### src/rtl/alu_ctrl_seq.sv
// ============================================================================
// Module   : alu_ctrl_seq
// Purpose  : Registered, valid/ready handshaked ALU control decoder for the
//            ID/EX boundary. Macro ALU_CTRL_EXT_EN enables the extended decode
//            table and the multi-cycle BUSY wait for mult/div.
// Revision : 1.0  initial release
// ============================================================================
`default_nettype none

module alu_ctrl_seq #(
    parameter int CTRL_W     = 4,
    parameter int ALUOP_W    = 3,
    parameter int MULDIV_LAT = 4
) (
    input  logic               clk_i,
    input  logic               rst_i,
    input  logic               valid_i,
    output logic               ready_o,
    input  logic [ALUOP_W-1:0] aluop_i,
    input  logic [5:0]         funct_i,
    output logic               valid_o,
    input  logic               ready_i,
    output logic [CTRL_W-1:0]  aluctrl_o,
    output logic               shamt_sel_o,
    output logic               multi_o,
    output logic               busy_o,
    output logic               illegal_o
);

    localparam logic [1:0] c_ST_IDLE = 2'd0;
    localparam logic [1:0] c_ST_FULL = 2'd2;
`ifdef ALU_CTRL_EXT_EN
    localparam logic [1:0] c_ST_BUSY = 2'd1;
    localparam int         c_CNT_W   = (MULDIV_LAT > 1) ? $clog2(MULDIV_LAT) : 1;
    localparam logic [c_CNT_W-1:0] c_CNT_LOAD = c_CNT_W'(MULDIV_LAT - 1);
`endif

    logic [1:0]        r_state;
    logic              r_valid;
    logic [CTRL_W-1:0] r_ctrl;
    logic              r_illegal;

    logic [3:0]        w_code4;
    logic              w_illegal;
    logic [CTRL_W-1:0] w_ctrl;
    logic              w_accept;

`ifdef ALU_CTRL_EXT_EN
    logic               r_shamt;
    logic               r_multi;
    logic               r_busy;
    logic [c_CNT_W-1:0] r_cnt;
    logic               w_shamt;
    logic               w_multi;
`endif

    // ------------------------------------------------------------------
    // Decode: aluop 0 selects the R-type funct table, others map directly
    // ------------------------------------------------------------------
    always_comb begin
        w_code4   = 4'b0000;
        w_illegal = 1'b0;
`ifdef ALU_CTRL_EXT_EN
        w_shamt   = 1'b0;
        w_multi   = 1'b0;
`endif
        if (aluop_i == '0) begin
            case (funct_i)
                6'h20, 6'h21: w_code4 = 4'b0010;
                6'h22, 6'h23: w_code4 = 4'b0110;
                6'h24:        w_code4 = 4'b0000;
                6'h25:        w_code4 = 4'b0001;
                6'h2a:        w_code4 = 4'b0111;
`ifdef ALU_CTRL_EXT_EN
                6'h26:        w_code4 = 4'b0011;
                6'h27:        w_code4 = 4'b1100;
                6'h2b:        w_code4 = 4'b1000;
                6'h00: begin
                    w_code4 = 4'b1001;
                    w_shamt = 1'b1;
                end
                6'h02: begin
                    w_code4 = 4'b1010;
                    w_shamt = 1'b1;
                end
                6'h18: begin
                    w_code4 = 4'b1101;
                    w_multi = 1'b1;
                end
                6'h1a: begin
                    w_code4 = 4'b1110;
                    w_multi = 1'b1;
                end
`endif
                default:      w_illegal = 1'b1;
            endcase
        end else begin
            case (aluop_i)
                ALUOP_W'(1), ALUOP_W'(2), ALUOP_W'(3): w_code4 = 4'b0010;
                ALUOP_W'(4):                           w_code4 = 4'b0111;
                ALUOP_W'(5):                           w_code4 = 4'b0110;
`ifdef ALU_CTRL_EXT_EN
                ALUOP_W'(6):                           w_code4 = 4'b0001;
                ALUOP_W'(7):                           w_code4 = 4'b0000;
`endif
                default:                               w_illegal = 1'b1;
            endcase
        end
    end

    // Illegal ops present all ones regardless of width; legal codes zero-extend
    assign w_ctrl = w_illegal ? {CTRL_W{1'b1}} : CTRL_W'(w_code4);

    // BUSY and reset both refuse new work; FULL passes downstream ready through
    assign ready_o  = !rst_i && ((r_state == c_ST_IDLE) ||
                                 ((r_state == c_ST_FULL) && ready_i));
    assign w_accept = valid_i && ready_o;

    always_ff @(posedge clk_i) begin
        if (rst_i) begin
            r_state   <= c_ST_IDLE;
            r_valid   <= 1'b0;
            r_ctrl    <= '0;
            r_illegal <= 1'b0;
`ifdef ALU_CTRL_EXT_EN
            r_shamt   <= 1'b0;
            r_multi   <= 1'b0;
            r_busy    <= 1'b0;
            r_cnt     <= '0;
`endif
        end else if (w_accept) begin
            r_ctrl    <= w_ctrl;
            r_illegal <= w_illegal;
`ifdef ALU_CTRL_EXT_EN
            r_shamt   <= w_shamt;
            r_multi   <= w_multi;
            if (w_multi) begin
                r_state <= c_ST_BUSY;
                r_cnt   <= c_CNT_LOAD;
                r_valid <= 1'b0;
                r_busy  <= 1'b1;
            end else begin
                r_state <= c_ST_FULL;
                r_valid <= 1'b1;
                r_busy  <= 1'b0;
            end
`else
            r_state   <= c_ST_FULL;
            r_valid   <= 1'b1;
`endif
        end else begin
            case (r_state)
`ifdef ALU_CTRL_EXT_EN
                c_ST_BUSY: begin
                    if (r_cnt == '0) begin
                        r_state <= c_ST_FULL;
                        r_valid <= 1'b1;
                        r_busy  <= 1'b0;
                    end else begin
                        r_cnt <= r_cnt - 1'b1;
                    end
                end
`endif
                c_ST_FULL: begin
                    // Fields stay put after drain; only valid drops
                    if (ready_i) begin
                        r_state <= c_ST_IDLE;
                        r_valid <= 1'b0;
                    end
                end
                default: begin
                    r_state <= c_ST_IDLE;
                    r_valid <= 1'b0;
`ifdef ALU_CTRL_EXT_EN
                    r_busy  <= 1'b0;
`endif
                end
            endcase
        end
    end

    assign valid_o   = r_valid;
    assign aluctrl_o = r_ctrl;
    assign illegal_o = r_illegal;
`ifdef ALU_CTRL_EXT_EN
    assign shamt_sel_o = r_shamt;
    assign multi_o     = r_multi;
    assign busy_o      = r_busy;
`else
    assign shamt_sel_o = 1'b0;
    assign multi_o     = 1'b0;
    assign busy_o      = 1'b0;
`endif

endmodule

`default_nettype wire

### config.mk
export PLATFORM = sky130hd
export DESIGN_NAME = alu_ctrl_seq
export DESIGN_NICKNAME = d
export VERILOG_FILES = /design/src/rtl/alu_ctrl_seq.sv
export SDC_FILE = /design/constraint.sdc
export NUM_CORES = 1
export LEC_CHECK = 0
export ABC_AREA = 1
export ABC_CLOCK_PERIOD_IN_PS = 1000
export BUFFER_PORTS_ARGS = -buffer_cell sky130_fd_sc_hd__buf_2
export CAP_MARGIN = 15
export CORE_AREA = 2 2 39 41
export CTS_BUF_LIST = sky130_fd_sc_hd__clkbuf_16
export DETAILED_ROUTE_END_ITERATION = 8
export DIE_AREA = 0 0 41 43
export PLACE_DENSITY = 0.61
export SLEW_MARGIN = 0
export SYNTH_ARGS = -nofsm -noshare
export SYNTH_HDL_FRONTEND = slang
export SYNTH_SLANG_ARGS = --single-unit
### constraint.sdc
create_clock -name clk_i -period 1 [get_ports clk_i]
set_input_delay 0.2 -clock clk_i [delete_from_list [all_inputs] [get_ports clk_i]]
set_output_delay 0.2 -clock clk_i [all_outputs]
set_load 0.02 [all_outputs]
* Yosys cells after proc, flatten, opt, wreduce, memory -nomap -nowiden *
Cells that the tools add are included.
Widths: inputs -> output; s select.

operators by class
  eq/ne operators = 13
  muxes and demuxes = 13
  reductions and logical operators = 12

operators with widths
  kind                number
  $eq 6x6->1 const B  7
  $pmux 3 s4          1
  $pmux 3 s3          1
  $mux 4              2
  $reduce_or 7->1     1
  $eq 3x2->1 const B  2
  $eq 3x3->1 const B  2
  $mux 1              6
  $mux 2              3
  $reduce_or 5->1     1
  $reduce_or 2->1     2
  $eq 3x1->1 const B  1
  $logic_and 1x1->1   3
  $logic_not 3->1     1
  $ne 3x3->1 const B  1
  $reduce_or 3->1     1
  $logic_not 2->1     1
  $logic_not 1->1     1
  $logic_or 1x1->1    1

word-level totals
  register bits after elaboration = 7
  input port bits = 13
  output and inout bits = 10
  logic and storage cells = 42

* Logic depth before layout (Yosys ltp) *
Gate-level depths: netlist (run 1).

  word-level depth = 5
  mapped depth = 8
  mapped depth without buffers = 8

* Worst setup path before layout (run 1) *
No wires, ideal clock.

  kind = reg-to-reg
  start = register r_state[1]
  end = register r_ctrl[0], in the netlist aluctrl_o[0]
  library setup time = 0.119 ns
  data arrival time = 1.101 ns
  required time = 0.881 ns
  setup slack = -0.221 ns
  cell stages (with the launch flop) = 8
  path buffers = 0
  period minus slack after synthesis = 1.221 ns
  cell sequence = dfxtp_1 inv_1 nor2_2 nor2_2 nand2_2 nand2_1 a21boi_1 a21oi_2

between the ends
  word-level cells in the longest chain between the ends = 4
  elaborated cells on any way between the ends = 5
  classes of those cells = reduce/logical (5)

ends and longest elaborated chain
  element                                                      RTL line  RTL
  start: declaration                                           38        logic [1:0] r_state;
  start signal: assignment                                     121       r_state <= c_ST_IDLE;
  start signal: assignment                                     148       r_state <= c_ST_FULL;
  start signal: assignment                                     167       r_state <= c_ST_IDLE;
  $logic_not 2->1 / $logic_and 1x1->1 (equally long branches)  115, 116
  $logic_or 1x1->1 *                                           115       assign ready_o = !rst_i && ((r_state == c_ST_IDLE) ||
  $logic_and 1x1->1 *                                          115
  named net ready_o                                            18        output logic ready_o,
  $logic_and 1x1->1 *                                          117       assign w_accept = valid_i && ready_o;
  end signal: assignment                                       132       r_ctrl <= w_ctrl;
  end: declaration                                             40        logic [CTRL_W-1:0] r_ctrl;

The timed path passes the listed nets; every way through them passes the cells marked *.
A chain may end at the register's enable or synchronous reset.

* Final worst setup path (run 1) *
  start = register r_state[1]
  end = output ready_o

between the ends
  word-level cells in the longest chain between the ends = 3
  elaborated cells on any way between the ends = 4
  classes of those cells = reduce/logical (4)

ends and longest elaborated chain
  element                                                      RTL line
  $logic_not 2->1 / $logic_and 1x1->1 (equally long branches)  115, 116
  $logic_or 1x1->1 *                                           115
  $logic_and 1x1->1 *                                          115
  end: declaration                                             18

Every way passes the cells marked *; elsewhere a longest branch is shown, timed or not.

==> impl_metrics.tcl, run 1 <==
set metrics [dict create \
    grt_pass1_wl_um 1310 \
    dp.cells 99 \
    via_count 437 \
    antenna_cells 0 \
    finalWirelength_um 825 \
    dp_hpwl_um 679 \
    cp-start-kind "register" \
    first_pass_iters 4 \
    htree_num_levels 1 \
    syn_avg_cell_area_um2 6.75 \
    power_frac_clock_pct 61.1 \
    drc 0 \
    start_util_pct 29.7 \
    end_kind "output port" \
    cts.path.max_buffers 2 \
    p_per_area_nw_per_um2 1660 \
    clkSlewWorstSetupHoldPaths_ns 0.03 \
    synth_compound_area_share_pct 11.2 \
    die_height_um 43 \
    fin_cells 103 \
    switchingPower_uw 255 \
    vdd_drop_max_mv 1.17 \
    critPathArrivalTime_ns 0.92 \
    worst_slack_ns -0.120 \
    synthMuxAreaShare_pct 0 \
    synth-xor-area-share_pct 0 \
    synth_simple_gate_area_share_pct 45.3 \
    clock.fmax_mhz 893 \
    coreArea_um2 1380 \
    syn_area_um2 412 \
    yosysSeqAreaShare_pct 24.3 \
    grt_pass1_vias 350 \
    grt_antenna_before_repair 0 \
    cts_post_setup_buffers_inserted 0 \
    maxCapViolations 0 \
    setup_tns_ns -0.168 \
    nets 101 \
    post_drt_wl_per_cell_um 8.01 \
    outcome "complete, but fails checks" \
    gp_congestion 0.740 \
    cts_tree "yes" \
    combPwrFrac_pct 18.0 \
    rows 14 \
    whs_ns 0.272 \
    ios 23 \
    slew_violations 0 \
    ctsHoldBuffers 0 \
    switching_share_pct 23.9 \
    p_total_uw 1070 \
    clock_latency_ns 0.23 \
    cts_sinks 5 \
    area_growth_syn_to_layout_pct 55.9 \
    track_usage_pct 11.8 \
    ys_ff_latch 5 \
    drive_gt1_share_pct 52.9 \
    critPathRequiredTime_ns 0.80 \
    power_leakage_uw 0.000328 \
    synth_cell_types 19 \
    synthAdderAreaFrac_pct 0 \
    min_path_type "input port to register" \
    clockRootBuffer "clkbuf_16" \
    port-buffer-count 19 \
    overflow 0 \
    synth_cells 61 \
    path_max_fanout 3 \
    worstSetupPathType "register to output port" \
    period_share_pct 112 \
    dieArea_um2 1760 \
    rsz0062_at_grt "true" \
    setup_viol 4 \
    finalClockSkew_ns 0.000572 \
    violations "negative setup slack" \
    grt_max_degree 5 \
    finalHoldViolCount 0 \
    drt_iter0_markers 5 \
    cts_made_buffers 3 \
    period_minus_slack_ns 1.12 \
    vias_per_cell 4.24 \
    yosysWarnings 0 \
    seq_power_share_pct 20.9 \
    die_w_um 41 \
    ant_nets 0 \
    internal-power_uw 813 \
    synth_top_family_by_area "simple AND/OR/NAND/NOR gates" \
]
==> cell usage in the layout (no fill, tap or decap), drive strengths merged <==
cell type and instances:
a21boi 1, a21oi 4, buf 24, clkbuf 3, conb 3, dfxtp 5
inv 13, nand2 9, nand3 7, nand4 1, nor2 13, nor3 1
o21ai 3
==> power groups by stage <==
| stage | Sequential, µW | Combinational [µW] | Clock (µW) |
|---|---|---|---|
| after floorplan | 243 | 103 | 0 |
| after global placement | 225 | 188 | 0 |
| after detailed placement | 225 | 190 | 0 |
| after CTS | 223 | 195 | 665 |
| after global routing | 225 | 212 | 674 |
| final | 223 | 193 | 652 |
==> path summary, 6_finish.rpt <==
| check | startpoint | end | slack [ns] | cells after the start |
|---|---|---|---|---|
| min | ready_i | r_state[1] | 0.27 | 4 |
| min reg2reg | aluctrl_o[3] | aluctrl_o[3] | 0.48 | 2 |
| max reg2reg | r_state[1] | aluctrl_o[1] | -0.02 | 6 |
| max | r_state[1] | ready_o | -0.12 | 4 |
==> area by class of cell <==
type                            instances  area [µm²]
Fill cell                             154         742
Multi-Input combinational cell         42         258
Timing Repair Buffer                   24         139
Sequential cell                         5         101
Clock buffer                            3        75.1
Inverter                               12        45.0
Tap cell                               16        20.0
Clock inverter                          1        3.75
==> cells in the mapped netlist <==
| library cell | number | area share, % |
|---|---|---|
| inv_1 | 11 | 10 |
| buf_4 | 4 | 7.3 |
| conb_1 | 1 | 0.91 |
| nor2_4 | 3 | 8.2 |
| nor2_1 | 7 | 6.4 |
| dfxtp_1 | 5 | 24 |
| a21oi_1 | 3 | 3.6 |
| nand3_2 | 2 | 4.9 |
| o21ai_1 | 1 | 1.2 |
| nand3_1 | 5 | 6.1 |
| a21oi_2 | 1 | 2.1 |
| inv_2 | 1 | 0.91 |
| nor3_2 | 1 | 2.4 |
| nand2_1 | 4 | 3.6 |
| nor2_2 | 3 | 4.6 |
| o21ai_0 | 2 | 2.4 |
| a21boi_1 | 1 | 1.8 |
| nand4_1 | 1 | 1.5 |
| nand2_2 | 5 | 7.6 |
==> kinds of logic after synthesis <==
group | count (synthesis)
compound gates | 8
buf+inv | 16
simple gates | 31
other cells | 1
flops | 5
==> metrics by stage <==
step	area, µm²	utilization (%)	worst slack (ns)
2_1_floorplan	434	-	-0.0767
3_3_place_gp	557	40.2	-0.0386
3_5_place_dp	557	40.2	-0.0354
4_1_cts	642	46.4	-0.128
5_1_grt	642	46.4	-0.165
6_report	642	46.4	-0.120
==> registers in the layout, summed over array words and instances, names as in the netlist <==
name and count:
r_state 1, aluctrl_o 4
==> worst max-delay path, stage by stage, from the launching register on <==
cell     delay [ns]
dfxtp_2        0.32
inv_2          0.04
nor2_4         0.15
nor2_4         0.05
buf_6          0.12
==> metal layers <==
layer / wire length, µm / GRT usage (%)
met4: 29 / 12.0
met1: 354 / 13.3
met5: 0 / 0
met2: 359 / 15.3
met3: 82 / 4.71
==> what timing repair did <==
action | 4_1_cts | 5_1_grt
pin swaps | 3 | 2
setup endpoints to repair | 4 | 5
gates resized for setup | 2 | 0
Note: power is estimated with default switching activity, not from simulation.
==> run 2, diff against run 1 <==
--- a/config.mk
+++ b/config.mk
@@ -11,8 +11,10 @@
 export CAP_MARGIN = 15
 export CORE_AREA = 2 2 39 41
 export CTS_BUF_LIST = sky130_fd_sc_hd__clkbuf_16
+export CTS_CLUSTER_DIAMETER = 120
 export DETAILED_ROUTE_END_ITERATION = 8
 export DIE_AREA = 0 0 41 43
+export HOLD_SLACK_MARGIN = 0.05
 export PLACE_DENSITY = 0.61
 export SLEW_MARGIN = 0
 export SYNTH_ARGS = -nofsm -noshare
==> constraint.sdc (replaced) <==
create_clock -name clk_i -period 1 [get_ports clk_i]
set_input_delay 0.05 -clock clk_i [delete_from_list [all_inputs] [get_ports clk_i]]
set_output_delay 0.05 -clock clk_i [all_outputs]
set_load 0.02 [all_outputs]
==> run 2 against run 1 <==
Effect of this change:
- the run still ends with negative setup slack left
- critical path depth is 2 higher
- cell count fell by 3.9%
- clock power about the same
- flip-flop and latch count did not move
- sequential power about the same
- count of clock-buffer cells in the layout unchanged
==> impl_metrics.tcl, run 2 (same netlist as run 1, synthesis figures left out) <==
set metrics [dict create \
    cts_made_buffers 3 \
    nFillCells 159 \
    drc 0 \
    maxCapViolations 0 \
    fin_util_pct 45.0 \
    clock.fmax_mhz 962 \
    finalClockSkew_ns 0.00344 \
    htree_num_levels 1 \
    violations "negative setup slack" \
    ant_nets 0 \
    cp-start-kind "register" \
    power_leakage_uw 0.000314 \
    nets 97 \
    whs_endpoint "r_state[1]" \
    outcome "complete, but fails checks" \
    crit_slowest_cell "dfxtp_2" \
    port-buffer-count 19 \
    start_util_pct 29.7 \
    worstSetupPathType "register to register" \
    grt_pass1_vias 351 \
    slew_violations 0 \
    critical_path.cell_chain "inv_2, nor2_4, nor3_4, nand3_1, o21ai_1, inv_1" \
    gp_congestion 0.755 \
    critPathTopFamily "simple AND/OR/NAND/NOR gates" \
    reg2reg_from "r_state[1]" \
    min_path_cells 3 \
    crit_buf_inv 2 \
    post_drt_wl_per_cell_um 8.48 \
    dp_hpwl_um 654 \
    regToRegSetupSlack_ns -0.04 \
    finalHoldViolCount 0 \
    reg2reg_to "aluctrl_o[2]" \
    setup_viol 4 \
    area_growth_syn_to_layout_pct 51.4 \
    critPathArrivalTime_ns 1.16 \
    antenna_cells 0 \
    whs_ns 0.106 \
    drive_gt1_share_pct 53.0 \
    clkSlewWorstSetupHoldPaths_ns 0.03 \
    vias_per_cell 4.17 \
    grt_pass1_wl_um 1380 \
    hp-start "valid_i" \
    rsz0062_at_grt "true" \
    period_share_pct 104 \
    vdd_drop_max_mv 1.75 \
    multi_input_area_um2 275 \
    dieArea_um2 1760 \
    worst_slack_ns -0.0392 \
    final_cell_mix "buf_2 (19), inv_1 (11), nor2_1 (6)" \
    mostFrequentLayoutCell "buf_2" \
    overflow 0 \
    drt_iter0_markers 3 \
    min_path_type "input port to register" \
    grt_antenna_before_repair 0 \
    clockRootBuffer "clkbuf_16" \
    die_height_um 43 \
    path_max_fanout 4 \
    finalWirelength_um 840 \
    seq_area_um2 101 \
    coreArea_um2 1380 \
    rows 14 \
    p_per_area_nw_per_um2 1710 \
    clock_latency_ns 0.23 \
    largest_reg_flops 4 \
    crit_path_max_incr_delay_ns 0.31 \
    cts_tree "yes" \
    first_pass_iters 2 \
    end_kind "register" \
    grt_max_degree 8 \
    via_count 413 \
    period_minus_slack_ns 1.04 \
    track_usage_pct 12.1 \
    ios 23 \
    die_w_um 41 \
    cts_sinks 5 \
    cts.path.max_buffers 2 \
    critPathRequiredTime_ns 1.12 \
    rr_worst_depth 6 \
]
[run 2: cell types whose count changed in the layout (fill, tap and decap cells not counted), sizes merged]
cell  before  now
buf       24   20
[run 2: per-layer routing]
layer  up-vias  wire, µm  part of all wire [%]  global-route usage [%]
li1        225         -                     -                       -
met1       169       349                    42                    15.2
met2        17       388                    46                    16.3
met3         2        79                   9.4                    3.14
met4         0        22                   2.6                    10.0
met5         -         0                     0                       0
[run 2: worst min-delay path, stage by stage]
cell,delay [ns]
buf_2,0.12
nor2_1,0.05
nor2_1,0.07
[run 2: worst max-delay path by stage]
stage / startpoint / endpoint / cells after the start
global route: r_state[1] / aluctrl_o[2] / 6
finish: r_state[1] / aluctrl_o[2] / 6
detailed placement: r_state[1] / aluctrl_o[2] / 6
CTS: r_state[1] / aluctrl_o[0] / 7
floorplan: r_state[1] / aluctrl_o[0] / 7
global placement: r_state[1] / aluctrl_o[2] / 6
[run 2: stage by stage]
stage                     setup TNS (ns)  instance area [µm²]  power (µW)  setup WS (ns)  std cells
final                             -0.105                  623        1060        -0.0392         99
after CTS                        -0.0448                  604        1070        -0.0368         98
after floorplan                  -0.0792                  434         347        -0.0767         63
after detailed placement         -0.0807                  519         400        -0.0481         94
after global placement         -0.000919                  519         399      -0.000919         94
after global routing              -0.339                  623        1110         -0.104         99
[run 2: timing repair]
action,in CTS,in global routing
pin swaps,0,4
hold buffers,0,0
setup endpoints to repair,3,4
buffers inserted,0,1
resized for setup,1,5
cloned,0,0
[run 2: final cells by class]
class / count / share of cell area (%)
repair buffers: 20 / 16.5
flip-flops and latches: 5 / 16.3
clock buffers: 3 / 12.0
multi-input cells: 42 / 44.2
well taps: 16 / 3.21
inverters: 12 / 7.23
clock inverters: 1 / 0.602
[run 2: report_power, final]
group	internal, µW	switching [µW]
combinational	69.1	118
clock	518	136
sequential	216	7.44
==> run 3, diff against run 2 <==
--- a/config.mk
+++ b/config.mk
@@ -6,8 +6,8 @@
 export NUM_CORES = 1
 export LEC_CHECK = 0
 export ABC_AREA = 1
-export ABC_CLOCK_PERIOD_IN_PS = 1000
-export BUFFER_PORTS_ARGS = -buffer_cell sky130_fd_sc_hd__buf_2
+export ABC_CLOCK_PERIOD_IN_PS = 1200
+export BUFFER_PORTS_ARGS = -buffer_cell sky130_fd_sc_hd__buf_4
 export CAP_MARGIN = 15
 export CORE_AREA = 2 2 39 41
 export CTS_BUF_LIST = sky130_fd_sc_hd__clkbuf_16
==> constraint.sdc (replaced) <==
create_clock -name clk_i -period 1.2 [get_ports clk_i]
set_input_delay 0.06 -clock clk_i [delete_from_list [all_inputs] [get_ports clk_i]]
set_output_delay 0.06 -clock clk_i [all_outputs]
set_load 0.02 [all_outputs]
==> run 3 against run 2 <==
Effect of this change:
- the run now ends clean
- power down 17%
- maximum frequency down 2.5%
- worst setup slack better by 0.17 ns
- count of clock-buffer cells in the layout unchanged
- non-clock buffer count down 1
- critical endpoint is now aluctrl_o[1]
==> impl_metrics.tcl, run 3 (same netlist as run 1, synthesis figures left out) <==
set metrics [dict create \
    port-buffer-count 19 \
    track_usage_pct 12.0 \
    hp-start "rst_i" \
    coreArea_um2 1380 \
    start_util_pct 29.7 \
    cp-start-kind "register" \
    area_growth_syn_to_layout_pct 55.6 \
    vias_per_cell 4.17 \
    period_minus_slack_ns 1.07 \
    worst_slack_ns 0.134 \
    largest_reg_flops 4 \
    fin_util_pct 46.3 \
    ant_nets 0 \
    p_per_area_nw_per_um2 1390 \
    busiest_layer "met2" \
    ios 23 \
    min_path_cells 2 \
    antenna_cells 0 \
    rsz0062_at_grt "false" \
    power_leakage_uw 0.000314 \
    grt_use_met2_pct 17.8 \
    reg2reg_from "r_state[1]" \
    grtUsageMet3_pct 4.71 \
    worstSetupPathType "register to register" \
    grt_pass1_wl_um 1430 \
    grt_max_degree 8 \
    clkSlewWorstSetupHoldPaths_ns 0.03 \
    setup_tns_ns 0 \
    clock.fmax_mhz 938 \
    use_met1_pct 15.2 \
    min_path_type "input port to register" \
    slew_violations 0 \
    critPathRequiredTime_ns 1.31 \
    overflow 0 \
    critPathArrivalTime_ns 1.18 \
    die_height_um 43 \
    cts_post_setup_buffers_inserted 0 \
    end_kind "register" \
    maxCapViolations 0 \
    crit_buf_inv 1 \
    ctsResizeCount 0 \
    crit_slowest_cell "dfxtp_1" \
    gp_congestion 0.763 \
    reg2reg_to "aluctrl_o[1]" \
    dp_slack_ns 0.123 \
    drive_gt1_share_pct 46.3 \
    ctsHoldBuffers 0 \
    outcome "finished clean" \
    via_count 409 \
    dieArea_um2 1760 \
    whs_endpoint "aluctrl_o[0]" \
    crit_path_max_incr_delay_ns 0.31 \
    grt_antenna_before_repair 0 \
    critical_path.cell_chain "inv_1, nor2_4, nor3_2, nand3_1, o21ai_0, a21oi_1" \
    mostFrequentLayoutCell "buf_4" \
    whs_ns 0.0568 \
    clock_latency_ns 0.23 \
    rr_worst_depth 6 \
    finalHoldViolCount 0 \
    drt_iter0_markers 8 \
    period_share_pct 88.8 \
    drc 0 \
    die_w_um 41 \
    critPathTopFamily "simple AND/OR/NAND/NOR gates" \
    regToRegSetupSlack_ns 0.13 \
    cts.path.max_buffers 2 \
    nets 96 \
    setup_viol 0 \
    post_drt_wl_per_cell_um 8.95 \
    cts_sinks 5 \
    final_cell_mix "buf_4 (19), inv_1 (12), nor2_1 (7)" \
    htree_num_levels 1 \
    finalWirelength_um 877 \
    clockRootBuffer "clkbuf_16" \
    grt_pass1_vias 352 \
    finalClockSkew_ns 0.00185 \
    vdd_drop_max_mv 1.21 \
    rows 14 \
    first_pass_iters 4 \
    path_max_fanout 4 \
    cts_tree "yes" \
    cts_made_buffers 3 \
    dp_hpwl_um 666 \
]
[run 3: cell types whose count changed in the layout (fill, tap and decap cells not counted), moves of 2 or more]
cell and change:
o21ai_0 +2, buf_4 +18, buf_2 -19, o21ai_1 -2
[run 3: worst max-delay path by stage]
stage | start | to | slack [ns] | cells after the start
6_report | r_state[1] | aluctrl_o[1] | 0.13 | 6
5_1_grt | r_state[1] | aluctrl_o[1] | 0.005 | 6
4_1_cts | r_state[1] | aluctrl_o[0] | 0.09 | 7
3_5_place_dp | r_state[1] | aluctrl_o[0] | 0.12 | 7
3_3_place_gp | r_state[1] | aluctrl_o[0] | 0.14 | 7
2_1_floorplan | r_state[1] | aluctrl_o[0] | 0.008 | 7
[run 3: stage by stage]
| stage | total power [µW] | std cells | instance area (µm²) |
|---|---|---|---|
| after detailed placement | 350 | 94 | 557 |
| after global routing | 922 | 98 | 641 |
| final | 888 | 98 | 641 |
| after CTS | 890 | 98 | 636 |
| after global placement | 350 | 94 | 557 |
| after floorplan | 286 | 63 | 424 |
[run 3: power by group]
group          switching [µW]  internal, µW
clock network             105           431
logic                    92.8          71.6
registers                7.17           179
total                     205           682
[run 3: final cells by class]
cell class	instances	area (µm²)
repair buffers	19	143
clock inverters	1	3.75
flip-flops and latches	5	100
well taps	16	20.0
inverters	12	45.0
multi-input cells	42	254
clock buffers	3	75.1
fillers	133	743
[run 3: layer usage]
metal | routed length (µm) | up-vias | part of all wire [%]
li1 | - | 223 | -
met5 | 0 | - | 0
met3 | 70 | 0 | 8.0
met2 | 418 | 16 | 48
met4 | 0 | 0 | 0
met1 | 388 | 170 | 44
